$ cat src/rtl/sram_rr_arbiter.sv
// Two-port round-robin arbiter and sequencer for a single-port SRAM wrapper.
// Write data leads address/enable by one cycle because the wrapper registers
// its write-data input. Read data returns at a fixed latency of 3 cycles from
// acceptance and is steered to the requesting port by a tag pipeline.
module sram_rr_arbiter #(
    parameter int ADDR_W = 12,
    parameter int DATA_W = 16
) (
    input  logic              clk,
    input  logic              rst,
    input  logic              hold,

    input  logic              p0_valid,
    output logic              p0_ready,
    input  logic              p0_wmode,
    input  logic [ADDR_W-1:0] p0_addr,
    input  logic [DATA_W-1:0] p0_wdata,
    output logic              p0_rvalid,
    output logic [DATA_W-1:0] p0_rdata,

    input  logic              p1_valid,
    output logic              p1_ready,
    input  logic              p1_wmode,
    input  logic [ADDR_W-1:0] p1_addr,
    input  logic [DATA_W-1:0] p1_wdata,
    output logic              p1_rvalid,
    output logic [DATA_W-1:0] p1_rdata,

    output logic [ADDR_W-1:0] sram_addr,
    output logic              sram_en,
    output logic              sram_wmode,
    output logic [DATA_W-1:0] sram_wdata,
    input  logic [DATA_W-1:0] sram_rdata
);

    logic              prio;
    logic              gnt0;
    logic              gnt1;
    logic              gnt_any;

    logic              iss_en;
    logic              iss_wmode;
    logic              iss_port;
    logic [ADDR_W-1:0] iss_addr;

    logic              tag1_rd;
    logic              tag1_port;
    logic              tag2_rd;
    logic              tag2_port;

    // Grant decision: single requester wins outright, a tie goes to prio.
    always_comb begin
        gnt0 = 1'b0;
        gnt1 = 1'b0;
        if (!rst && !hold) begin
            if (p0_valid && (!p1_valid || !prio)) begin
                gnt0 = 1'b1;
            end else if (p1_valid) begin
                gnt1 = 1'b1;
            end
        end
    end

    assign gnt_any  = gnt0 | gnt1;
    assign p0_ready = gnt0;
    assign p1_ready = gnt1;

    // Write data goes out in the grant cycle so the wrapper's input register
    // presents it alongside the issued address one cycle later.
    always_comb begin
        sram_wdata = '0;
        if (gnt0) begin
            sram_wdata = p0_wdata;
        end else if (gnt1) begin
            sram_wdata = p1_wdata;
        end
    end

    // Priority pointer: after serving port k, favour the other port.
    always_ff @(posedge clk) begin
        if (rst) begin
            prio <= 1'b0;
        end else if (gnt_any) begin
            prio <= ~gnt1;
        end
    end

    // Issue register: drives the SRAM command one cycle after the grant.
    always_ff @(posedge clk) begin
        if (rst) begin
            iss_en    <= 1'b0;
            iss_wmode <= 1'b0;
            iss_addr  <= '0;
            iss_port  <= 1'b0;
        end else begin
            iss_en <= gnt_any;
            if (gnt_any) begin
                iss_wmode <= gnt1 ? p1_wmode : p0_wmode;
                iss_addr  <= gnt1 ? p1_addr  : p0_addr;
                iss_port  <= gnt1;
            end
        end
    end

    assign sram_en    = iss_en;
    assign sram_wmode = iss_wmode;
    assign sram_addr  = iss_addr;

    // Tag pipeline matching the wrapper's two-cycle read path; clearing it on
    // reset masks whatever the unreset wrapper data registers hold.
    always_ff @(posedge clk) begin
        if (rst) begin
            tag1_rd   <= 1'b0;
            tag1_port <= 1'b0;
            tag2_rd   <= 1'b0;
            tag2_port <= 1'b0;
        end else begin
            tag1_rd   <= iss_en & ~iss_wmode;
            tag1_port <= iss_port;
            tag2_rd   <= tag1_rd;
            tag2_port <= tag1_port;
        end
    end

    assign p0_rvalid = tag2_rd & ~tag2_port;
    assign p1_rvalid = tag2_rd &  tag2_port;
    assign p0_rdata  = p0_rvalid ? sram_rdata : '0;
    assign p1_rdata  = p1_rvalid ? sram_rdata : '0;

endmodule
$ cat config.mk
export PLATFORM = sky130hd
export DESIGN_NAME = sram_rr_arbiter
export DESIGN_NICKNAME = d
export VERILOG_FILES = /design/src/rtl/sram_rr_arbiter.sv
export SDC_FILE = /design/constraint.sdc
export NUM_CORES = 1
export LEC_CHECK = 0
export BUFFER_PORTS_ARGS = -buffer_cell sky130_fd_sc_hd__buf_2
export CAP_MARGIN = 20
export CORE_AREA = 3 3 78 80
export DETAILED_ROUTE_END_ITERATION = 10
export DIE_AREA = 0 0 81 83
export PLACE_DENSITY = 0.68
export SLEW_MARGIN = 20
export SYNTH_ARGS = -nofsm -noshare
export SYNTH_HDL_FRONTEND = slang
export SYNTH_SLANG_ARGS = --single-unit
$ cat constraint.sdc
create_clock -name clk -period 2.2 [get_ports clk]
set_input_delay 0.33 -clock clk [delete_from_list [all_inputs] [get_ports clk]]
set_output_delay 0.33 -clock clk [all_outputs]
set_load 0.01 [all_outputs]
==> metrics.yaml, run 1 <==
finish:
  final_nets: 373
  mostFrequentLayoutCells: "144 x buf_2, 20 x dfxtp_1, 17 x and3_1, 17 x and2_1"
  drive_above_1_share: 0.587
  synthToLayoutAreaGrowth_pct: 59.5
  fillers: 574
  diodes: 0
  final_common_cell: "buf_2"
timing:
  timing.final.ws_setup_ns: 0.291
  min_period_over_period: 0.868
  finalSetupTns_ns: 0
  slew_violations: 0
  setup_viol: 0
  timing_hold_violations_final: 0
  slew_headroom: 0.523
  period_needed_ns: 1.91
  worst_slew_pin_slew_ns: 0.714
  fmax_ghz: 0.524
  skew_ns: 0.00503
  rsz0062_at_grt: "false"
power:
  p_int_mw: 0.745
  power.switching_mw: 0.255
  sw_frac_of_total: 0.255
  power_mw: 0.999
  power_density_nw_per_um2: 467
  power.leakage_nw: 1.21
  pwr-share-comb: 0.240
  clockPowerShare: 0.362
  ir_drop_v: 0.000333
  seqPwrFrac: 0.397
die:
  core_um2: 5470
  die_width_um: 81
  io_pins: 145
  num_rows: 27
  fp.dieArea_um2: 6720
  fp.dieH_um: 83
  initial_utilization: 0.245
clock_network:
  cts_buffer_depth: 2
  h-tree-depth: 1
  cts_sinks: 20
  numCtsBuffers: 3
  cts_tree: "built"
  insertion_delay_ns: 0.26
  cts.repair.resized: 0
  clkTransAtPathRegs_ns: 0.07
  clockRootBuffer: "clkbuf_8"
  cts_setup_buffers: 0
  hold_buffers: 0
placed_design:
  dp_hpwl_mm: 3.84
  io_buffers: 144
  post-place-ws_ns: 0.177
  place_congestion: 0.778
yosys:
  synth_cell_type_count: 27
  syn_inst: 157
  syn_area_um2: 1340
  synthFlopType: "dfxtp_1"
  yosys_warnings: 0
  synth_edf_count: 0
  synth-seq-cells: 20
  yosysSeqAreaShare: 0.299
  postSynth.asyncResetShare: 0
  syn-mean-instance-area_um2: 8.54
  synth_nets: 236
worst_setup_path:
  crit_top_cell: "buf_2"
  worst-path-buf-inv: 2
  startpoint_type: "input port"
  crit_required_ns: 1.87
  slowest_delay_ns: 0.51
  crit_chain: "buf_2 > or3b_4 > nor2_8 > a22o_2 > buf_2"
  cp.arrival_ns: 1.58
  cp_slowest_cell: "or3b_4"
  crit_type: "input port to output pin"
  cpLargestDelayFamily: "simple AND/OR/NAND/NOR gates"
  cp-end-kind: "output pin"
  crit_path_max_fanout: 17
outcome:
  outcome: "complete, no violations"
global_routing:
  grt_pass1_vias: 1680
  antenna_found_initial: 0
  grt_max_degree: 19
  groute.usage.overall: 0.131
  overflow: 0
  grt_pass1_wl_mm: 7.37
route:
  dr.pass1.iters: 4
  num_vias: 1744
  ant_nets: 0
  finalWirelength_mm: 4.72
  drt-initial-drc-count: 94
  drc_errors: 0
  viasPerCell: 4.78
  wl_per_cell_um: 12.9
job:
  maxCapViolCount: 0
min_path:
  hold_class: "input port to flop"
==> worst reg2reg max path, delay by kind of cell, from the launching register on <==
kind            cells  cell delay [ns]
simple gates        2             0.58
compound gates      1             0.31
flops               1             0.39
==> through the flow <==
step	hold slack, ns	cells	util	instance area [µm²]
global route	0.341	365	0.391	2140
detailed placement	0.433	361	0.377	2070
global placement	0.440	361	0.377	2070
floorplan	0.414	157	-	1340
CTS	0.331	365	0.390	2140
finish	0.336	365	0.391	2140
==> final cells by class <==
cell class / count / area (µm²) / area share
multi-input cells: 120 / 823 / 0.385
repair buffers: 148 / 751 / 0.351
flip-flops and latches: 20 / 400 / 0.187
well taps: 72 / 90.1 / 0.0421
clock buffers: 3 / 41.3 / 0.0193
clock inverters: 1 / 30.0 / 0.0140
inverters: 1 / 3.75 / 0.00175
==> power by group through the flow <==
stage / logic [mW] / registers [mW] / clock network (mW)
2_1_floorplan: 0.118 / 0.410 / 0
3_3_place_gp: 0.238 / 0.405 / 0
3_5_place_dp: 0.242 / 0.405 / 0
4_1_cts: 0.242 / 0.397 / 0.368
5_1_grt: 0.267 / 0.399 / 0.390
6_report: 0.240 / 0.397 / 0.362
==> state kept, by name, indices dropped and copies added, names as in the netlist <==
register	flops
sram_wmode	1
tag1_port	1
tag1_rd	1
prio	1
tag2_port	1
sram_en	1
sram_addr	12
iss_port	1
tag2_rd	1
==> Yosys cell counts, types with 2 or more instances <==
cell type  number  area share
a21oi_1        14       0.052
a22o_1          2       0.013
a22o_2         14        0.10
a311oi_1       14       0.091
and2_1         17       0.079
and3_1         17       0.079
buf_2           5       0.019
buf_6           4       0.034
clkbuf_1        5       0.014
dfxtp_1        20        0.30
nand3_1        13       0.049
nor2_1          3      0.0084
nor2b_1         4       0.019
o21ai_0        12       0.045
==> routing by layer <==
metal	track usage	wire, µm	vias up
met3	0.0347	494	2
met5	0	0	-
met2	0.249	2360	105
met4	0.0154	16	0
li1	-	-	865
met1	0.146	1850	772
==> kinds of logic after synthesis <==
| logic type | share of synthesized area |
|---|---|
| and+or+nand+nor | 0.302 |
| AOI/OAI and AO/OA | 0.310 |
| DFF | 0.299 |
| buffers and inverters | 0.0895 |
==> worst paths after layout <==
| check | from | end | slack, ns | cells past startpoint |
|---|---|---|---|---|
| worst max-delay path | rst | sram_wdata[11] | 0.29 | 5 |
| worst min-delay path | p1_valid | prio | 0.34 | 2 |
| worst max register to register | prio | sram_addr[9] | 0.82 | 3 |
| worst min register to register | tag1_rd | tag2_rd | 0.44 | 1 |
Power figures use the tool's default switching activity.
==> inputs of run 2 (changes only) <==
--- a/config.mk
+++ b/config.mk
@@ -10,7 +10,6 @@
 export CORE_AREA = 3 3 78 80
 export DETAILED_ROUTE_END_ITERATION = 10
 export DIE_AREA = 0 0 81 83
-export PLACE_DENSITY = 0.68
 export SLEW_MARGIN = 20
 export SYNTH_ARGS = -nofsm -noshare
 export SYNTH_HDL_FRONTEND = slang
==> run 2 against run 1 <==
Non-clock buffer count up 3. Clock skew fell by 0.0032 ns. Sequential cell count did not move. Critical path depth is the same. Hold slack improved by 0.0089 ns. Global-route usage rose by 0.44 points. Critical path type unchanged. Largest cell class unchanged. Highest routed layer unchanged.
==> metrics.yaml, run 2 (synthesis gave the netlist of run 1 again) <==
outcome:
  outcome: "complete, no violations"  # unchanged
route:
  finalWirelength_mm: 4.81  # was 4.72 mm
  viasPerCell: 4.73  # was 4.78
  dr.pass1.iters: 4  # unchanged
  drc_errors: 0  # unchanged
  wl_per_cell_um: 13.1  # was 12.9 µm
  drt-initial-drc-count: 25  # was 94
  num_vias: 1741  # was 1744
  ant_nets: 0  # unchanged
finish:
  diodes: 0  # unchanged
  synthToLayoutAreaGrowth_pct: 61.0  # was 59.5%
  final_nets: 376  # was 373
  mostFrequentLayoutCells: "144 x buf_2, 20 x dfxtp_1, 17 x and3_1, 17 x and2_1"  # unchanged
  fillers: 591  # was 574
  largest_register_ff_count: 12  # unchanged
  final_cells: 368  # was 365
  final_common_cell: "buf_2"  # unchanged
  drive_above_1_share: 0.588  # was 0.587
die:
  initial_utilization: 0.245  # unchanged
  io_pins: 145  # unchanged
  fp.dieArea_um2: 6720  # unchanged
  fp.dieH_um: 83  # unchanged
  core_um2: 5470  # unchanged
  die_width_um: 81  # unchanged
  num_rows: 27  # unchanged
worst_setup_path:
  crit_top_cell: "buf_2"  # unchanged
  cpLargestDelayFamily: "simple AND/OR/NAND/NOR gates"  # unchanged
  regToRegSetupSlack_ns: 0.85  # was 0.82 ns
  cp_slowest_cell: "or3b_4"  # unchanged
  crit_path_max_fanout: 17  # unchanged
  cp.arrival_ns: 1.58  # about the same
  slowest_delay_ns: 0.51  # about the same
  crit_required_ns: 1.87  # about the same
  crit_type: "input port to output pin"  # unchanged
  crit_chain: "buf_2 > or3b_4 > nor2_8 > a22o_2 > buf_2"  # unchanged
  startpoint_type: "input port"  # unchanged
  worst-path-buf-inv: 2  # unchanged
  cp-end-kind: "output pin"  # unchanged
power:
  power_density_nw_per_um2: 465  # was 467 nW/µm²
  ir_drop_v: 0.000246  # was 0.000333 V
  power.leakage_nw: 1.22  # was 1.21 nW
clock_network:
  cts_setup_buffers: 0  # unchanged
  insertion_delay_ns: 0.25  # was 0.26 ns
  clockRootBuffer: "clkbuf_8"  # unchanged
  h-tree-depth: 1  # unchanged
  numCtsBuffers: 3  # unchanged
  cts.repair.resized: 0  # unchanged
  clkTransAtPathRegs_ns: 0.08  # was 0.07 ns
  cts_tree: "built"  # unchanged
  hold_buffers: 0  # unchanged
  cts_sinks: 20  # unchanged
  cts_buffer_depth: 2  # unchanged
timing:
  skew_ns: 0.00186  # was 0.00503 ns
  fmax_ghz: 0.524  # about the same
  min_period_over_period: 0.868  # about the same
  setup_viol: 0  # unchanged
  worst_slew_pin_slew_ns: 0.786  # was 0.714 ns
  finalSetupTns_ns: 0  # unchanged
  rsz0062_at_grt: "false"  # unchanged
  slew_violations: 0  # unchanged
  period_needed_ns: 1.91  # about the same
  slew_headroom: 0.475  # was 0.523
  timing_hold_violations_final: 0  # unchanged
placed_design:
  io_buffers: 144  # unchanged
  dp_hpwl_mm: 3.99  # was 3.84 mm
  dp_cells: 364  # was 361
  place_congestion: 0.705  # was 0.778
global_routing:
  grt_pass1_vias: 1653  # was 1680
  groute.usage.overall: 0.136  # was 0.131
  overflow: 0  # unchanged
  grt_max_degree: 18  # was 19
  grt_pass1_wl_mm: 7.47  # was 7.37 mm
  antenna_found_initial: 0  # unchanged
min_path:
  hold_class: "input port to flop"  # unchanged
job:
  maxCapViolCount: 0  # unchanged
run 2: cell types whose count changed in the layout (fill, tap and decap cells not counted), sizes merged:
cell  previous run  this run
buf            148       151
run 2: final timing paths:
| kind | startpoint | depth (start not counted) | endpoint |
|---|---|---|---|
| max reg2reg | prio | 3 | sram_addr[9] |
| min | p1_valid | 2 | prio |
| min reg2reg | tag1_rd | 1 | tag2_rd |
| max | rst | 5 | sram_wdata[1] |
run 2: layout make-up:
cell class	count	area [µm²]	share of cell area
clock buffers	3	41.3	0.0191
clock inverters	1	30.0	0.0139
inverters	1	3.75	0.00174
multi-input cells	120	821	0.380
flip-flops and latches	20	400	0.185
well taps	72	90.1	0.0417
repair buffers	151	773	0.358
run 2: power breakdown:
part	total, mW	internal [mW]	switching (mW)
registers	0.395	0.384	0.0113
clock network	0.366	0.242	0.124
logic	0.244	0.121	0.123
run 2: routing by layer:
metal | track usage | part of all wire | vias up | wire length (µm)
li1 | - | - | 870 | -
met1 | 0.150 | 0.37 | 757 | 1800
met2 | 0.264 | 0.51 | 112 | 2460
met3 | 0.0260 | 0.11 | 2 | 542
met4 | 0.0184 | 0.0037 | 0 | 18
met5 | 0 | 0 | - | 0
run 2: metrics by stage:
| step | setup slack, ns | hold slack (ns) | utilization | power (mW) | instance area [µm²] |
|---|---|---|---|---|---|
| floorplan | 0.619 | 0.414 | - | 0.528 | 1340 |
| global route | 0.122 | 0.352 | 0.395 | 1.06 | 2160 |
| global placement | 0.300 | 0.424 | 0.382 | 0.647 | 2090 |
| CTS | 0.243 | 0.340 | 0.395 | 1.02 | 2160 |
| finish | 0.291 | 0.345 | 0.395 | 1.00 | 2160 |
| detailed placement | 0.286 | 0.448 | 0.382 | 0.649 | 2090 |
==> inputs of run 3 (changes only) <==
--- a/config.mk
+++ b/config.mk
@@ -5,11 +5,15 @@
 export SDC_FILE = /design/constraint.sdc
 export NUM_CORES = 1
 export LEC_CHECK = 0
+export ABC_AREA = 1
 export BUFFER_PORTS_ARGS = -buffer_cell sky130_fd_sc_hd__buf_2
 export CAP_MARGIN = 20
-export CORE_AREA = 3 3 78 80
+export CELL_PAD_IN_SITES_DETAIL_PLACEMENT = 0
+export CELL_PAD_IN_SITES_GLOBAL_PLACEMENT = 2
+export CORE_AREA = 3 3 100 102
 export DETAILED_ROUTE_END_ITERATION = 10
-export DIE_AREA = 0 0 81 83
+export DIE_AREA = 0 0 103 105
+export PLACE_DENSITY_LB_ADDON = 0.1
 export SLEW_MARGIN = 20
 export SYNTH_ARGS = -nofsm -noshare
 export SYNTH_HDL_FRONTEND = slang
==> run 3 against run 2 <==
Design area up 4.6%. Maximum frequency up 7.1%. Global-route usage down 3.9 points. Critical endpoint is now sram_wdata[13]. Largest power group unchanged.
==> metrics.yaml, run 3 <==
placed_design:
  place_congestion: 0.649  # was 0.705
  dp_hpwl_mm: 4.31  # was 3.99 mm
  placedInstanceArea_um2: 2190  # was 2090 µm²
  io_buffers: 144  # unchanged
worst_setup_path:
  r2r_cells: 8  # was 3
  r2r_end: "sram_addr[10]"  # was sram_addr[9]
  crit_path_max_fanout: 28  # was 17
  regToRegSetupSlack_ns: 1.00  # was 0.85 ns
  cp-startpoint: "p1_valid"  # was rst
  crit_type: "input port to output pin"  # unchanged
  crit_required_ns: 1.87  # about the same
  cp_slowest_cell: "buf_2"  # was or3b_4
  startpoint_type: "input port"  # unchanged
  cp-end-kind: "output pin"  # unchanged
  rr_startpoint: "prio"  # unchanged
  cp.arrival_ns: 1.45  # was 1.58 ns
  worst-path-buf-inv: 4  # was 2
  worstSetupEndpoint: "sram_wdata[13]"  # was sram_wdata[1]
  crit_top_cell: "nand2_1"  # was buf_2
  slowest_delay_ns: 0.26  # was 0.51 ns
  crit_chain: "buf_2 > nand2_1 > nand2_2 > inv_1 > nor2_4 > buf_12 > nand2_1 > nand2_1 > buf_2"  # was buf_2 > or3b_4 > nor2_8 > a22o_2 > buf_2
  worstSetupPathDepth: 9  # was 5
  cpLargestDelayFamily: "buffers and inverters"  # was simple AND/OR/NAND/NOR gates
power:
  power_density_nw_per_um2: 454  # was 465 nW/µm²
  power.leakage_nw: 1.45  # was 1.22 nW
  ir_drop_v: 0.000198  # was 0.000246 V
  power_mw: 1.03  # was 1.00 mW
finish:
  largest_register_ff_count: 12  # unchanged
  mostFrequentLayoutCells: "144 x buf_2, 76 x nor2_1, 66 x nand2_1"  # was 144 x buf_2, 20 x dfxtp_1, 17 x and3_1, 17 x and2_1
  synthToLayoutAreaGrowth_pct: 63.9  # was 61.0%
  final_common_cell: "buf_2"  # unchanged
  register_area_um2: 400  # unchanged
  fin_area_um2: 2260  # was 2160 µm²
  diodes: 0  # unchanged
  final_nets: 466  # was 376
  multiInputGateArea_um2: 746  # was 821 µm²
  drive_above_1_share: 0.409  # was 0.588
  fillers: 1070  # was 591
timing:
  slew_violations: 0  # unchanged
  finalSetupTns_ns: 0  # unchanged
  worst_slew_pin_slew_ns: 0.585  # was 0.786 ns
  min_period_over_period: 0.810  # was 0.868
  skew_ns: 0.00578  # was 0.00186 ns
  period_needed_ns: 1.78  # was 1.91 ns
  slew_headroom: 0.609  # was 0.475
  fmax_ghz: 0.561  # was 0.524 GHz
  setup_viol: 0  # unchanged
  timing_hold_violations_final: 0  # unchanged
  hold_ws_ns: 0.332  # was 0.345 ns
  rsz0062_at_grt: "false"  # unchanged
yosys:
  postSynth.asyncResetShare: 0  # unchanged
  synthXorXnorAreaFrac: 0  # unchanged
  syn-mean-instance-area_um2: 5.58  # was 8.54 µm²
  yosys_warnings: 0  # unchanged
  synthTopCellsByArea: "dfxtp_1 29%, nor2_1 21%, nand2_1 18%, inv_1 10%, nand4_1 5.9%"  # was dfxtp_1 30%, a22o_2 10%, a311oi_1 9.1%, and2_1 7.9%, and3_1 7.9%
  synth-seq-cells: 20  # unchanged
  yosysTopAreaCell: "dfxtp_1"  # unchanged
  netlist.area_leader.share: 0.291  # was 0.299
  synth_cell_type_count: 17  # was 27
  syn_inst: 247  # was 157
  yosysSeqAreaShare: 0.291  # was 0.299
  synth_edf_count: 0  # unchanged
  synth-simple-area-share: 0.490  # was 0.302
  yosysMostFrequentCell: "nor2_1"  # was dfxtp_1
  ys_top_cells_by_count: "76 x nor2_1, 66 x nand2_1, 38 x inv_1"  # was 20 x dfxtp_1, 17 x and2_1, 17 x and3_1
  yosys.area_share.adder: 0  # unchanged
  synth_nets: 326  # was 236
  synth_top_family_by_area: "simple AND/OR/NAND/NOR gates"  # was compound AO/OA/AOI/OAI gates
  synthFlopType: "dfxtp_1"  # unchanged
  synth_compound_area_frac: 0.0509  # was 0.310
  muxShareOfSynthArea: 0  # unchanged
  syn_area_um2: 1380  # was 1340 µm²
global_routing:
  antenna_found_initial: 0  # unchanged
  grt_pass1_wl_mm: 8.45  # was 7.47 mm
  overflow: 0  # unchanged
  grt_max_degree: 29  # was 18
  grt_pass1_vias: 1794  # was 1653
  groute.usage.overall: 0.0969  # was 0.136
die:
  fp.dieH_um: 105  # was 83 µm
  fp.dieArea_um2: 10800  # was 6720 µm²
  io_pins: 145  # unchanged
  initial_utilization: 0.150  # was 0.245
  die_width_um: 103  # was 81 µm
  num_rows: 35  # was 27
  core_um2: 9200  # was 5470 µm²
route:
  num_vias: 1876  # was 1741
  drc_errors: 0  # unchanged
  viasPerCell: 3.77  # was 4.73
  finalWirelength_mm: 5.44  # was 4.81 mm
  dr.pass1.iters: 4  # unchanged
  wl_per_cell_um: 10.9  # was 13.1 µm
  met3_length_um: 527  # was 542 µm
  ant_nets: 0  # unchanged
  wl_met2_mm: 2.64  # was 2.46 mm
  wl_met1_mm: 2.24  # was 1.80 mm
  dr.max_layer_used: "met4"  # unchanged
  drt-initial-drc-count: 54  # was 25
clock_network:
  cts_tree: "built"  # unchanged
  insertion_delay_ns: 0.26  # was 0.25 ns
  cts_setup_buffers: 0  # unchanged
  cts.repair.resized: 0  # unchanged
  clockRootBuffer: "clkbuf_8"  # unchanged
  numCtsBuffers: 3  # unchanged
  cts_buffer_depth: 2  # unchanged
  clkTransAtPathRegs_ns: 0.07  # was 0.08 ns
  hold_buffers: 0  # unchanged
  h-tree-depth: 1  # unchanged
  cts_sinks: 20  # unchanged
job:
  maxCapViolCount: 0  # unchanged
min_path:
  holdPathStages: 2  # unchanged
  hold_class: "input port to flop"  # unchanged
  hold_start: "rst"  # was p1_valid
outcome:
  outcome: "complete, no violations"  # unchanged
[run 3: worst register-to-register path, delay by kind of cell (launching register included)]
| kind | cells | cell delay, ns |
|---|---|---|
| simple gates | 6 | 0.52 |
| flops | 1 | 0.33 |
| buf+inv | 2 | 0.25 |
[run 3: layer usage]
layer,GRT usage,vias up
li1,-,1012
met1,0.113,775
met2,0.175,87
met3,0.0280,2
met4,0.0167,0
met5,0,-
[run 3: logic make-up (layout without fill, tap and decap cells)]
family                 Yosys count  in the layout
AOI/OAI and AO/OA               14             14
and+or+nand+nor                162            162
DFF                             20             20
buffers and inverters           51            190
[run 3: layout make-up]
cell class / count / share of cell area
clock buffer: 3 / 0.0183
inverter: 39 / 0.0648
multi-input combinational: 176 / 0.330
timing repair buffer: 147 / 0.335
tap: 111 / 0.0615
sequential: 20 / 0.177
clock inverter: 1 / 0.0133
[run 3: stage by stage]
step,worst slack [ns],utilization,instances
after floorplan,0.804,-,247
after global placement,0.433,0.238,493
after detailed placement,0.410,0.238,493
after CTS,0.406,0.246,497
after global routing,0.280,0.246,497
final,0.418,0.246,497
[run 3: worst min-delay path by stage]
stage,slack (ns),end
5_1_grt,0.33,tag2_port
3_5_place_dp,0.40,tag2_port
4_1_cts,0.33,tag2_port
6_report,0.33,tag2_port
3_3_place_gp,0.39,tag2_port
2_1_floorplan,0.39,tag2_port
[run 3: power by group]
| part | internal (mW) | switching [mW] | total (mW) |
|---|---|---|---|
| logic | 0.116 | 0.141 | 0.257 |
| clock network | 0.243 | 0.128 | 0.370 |
| registers | 0.388 | 0.0114 | 0.399 |
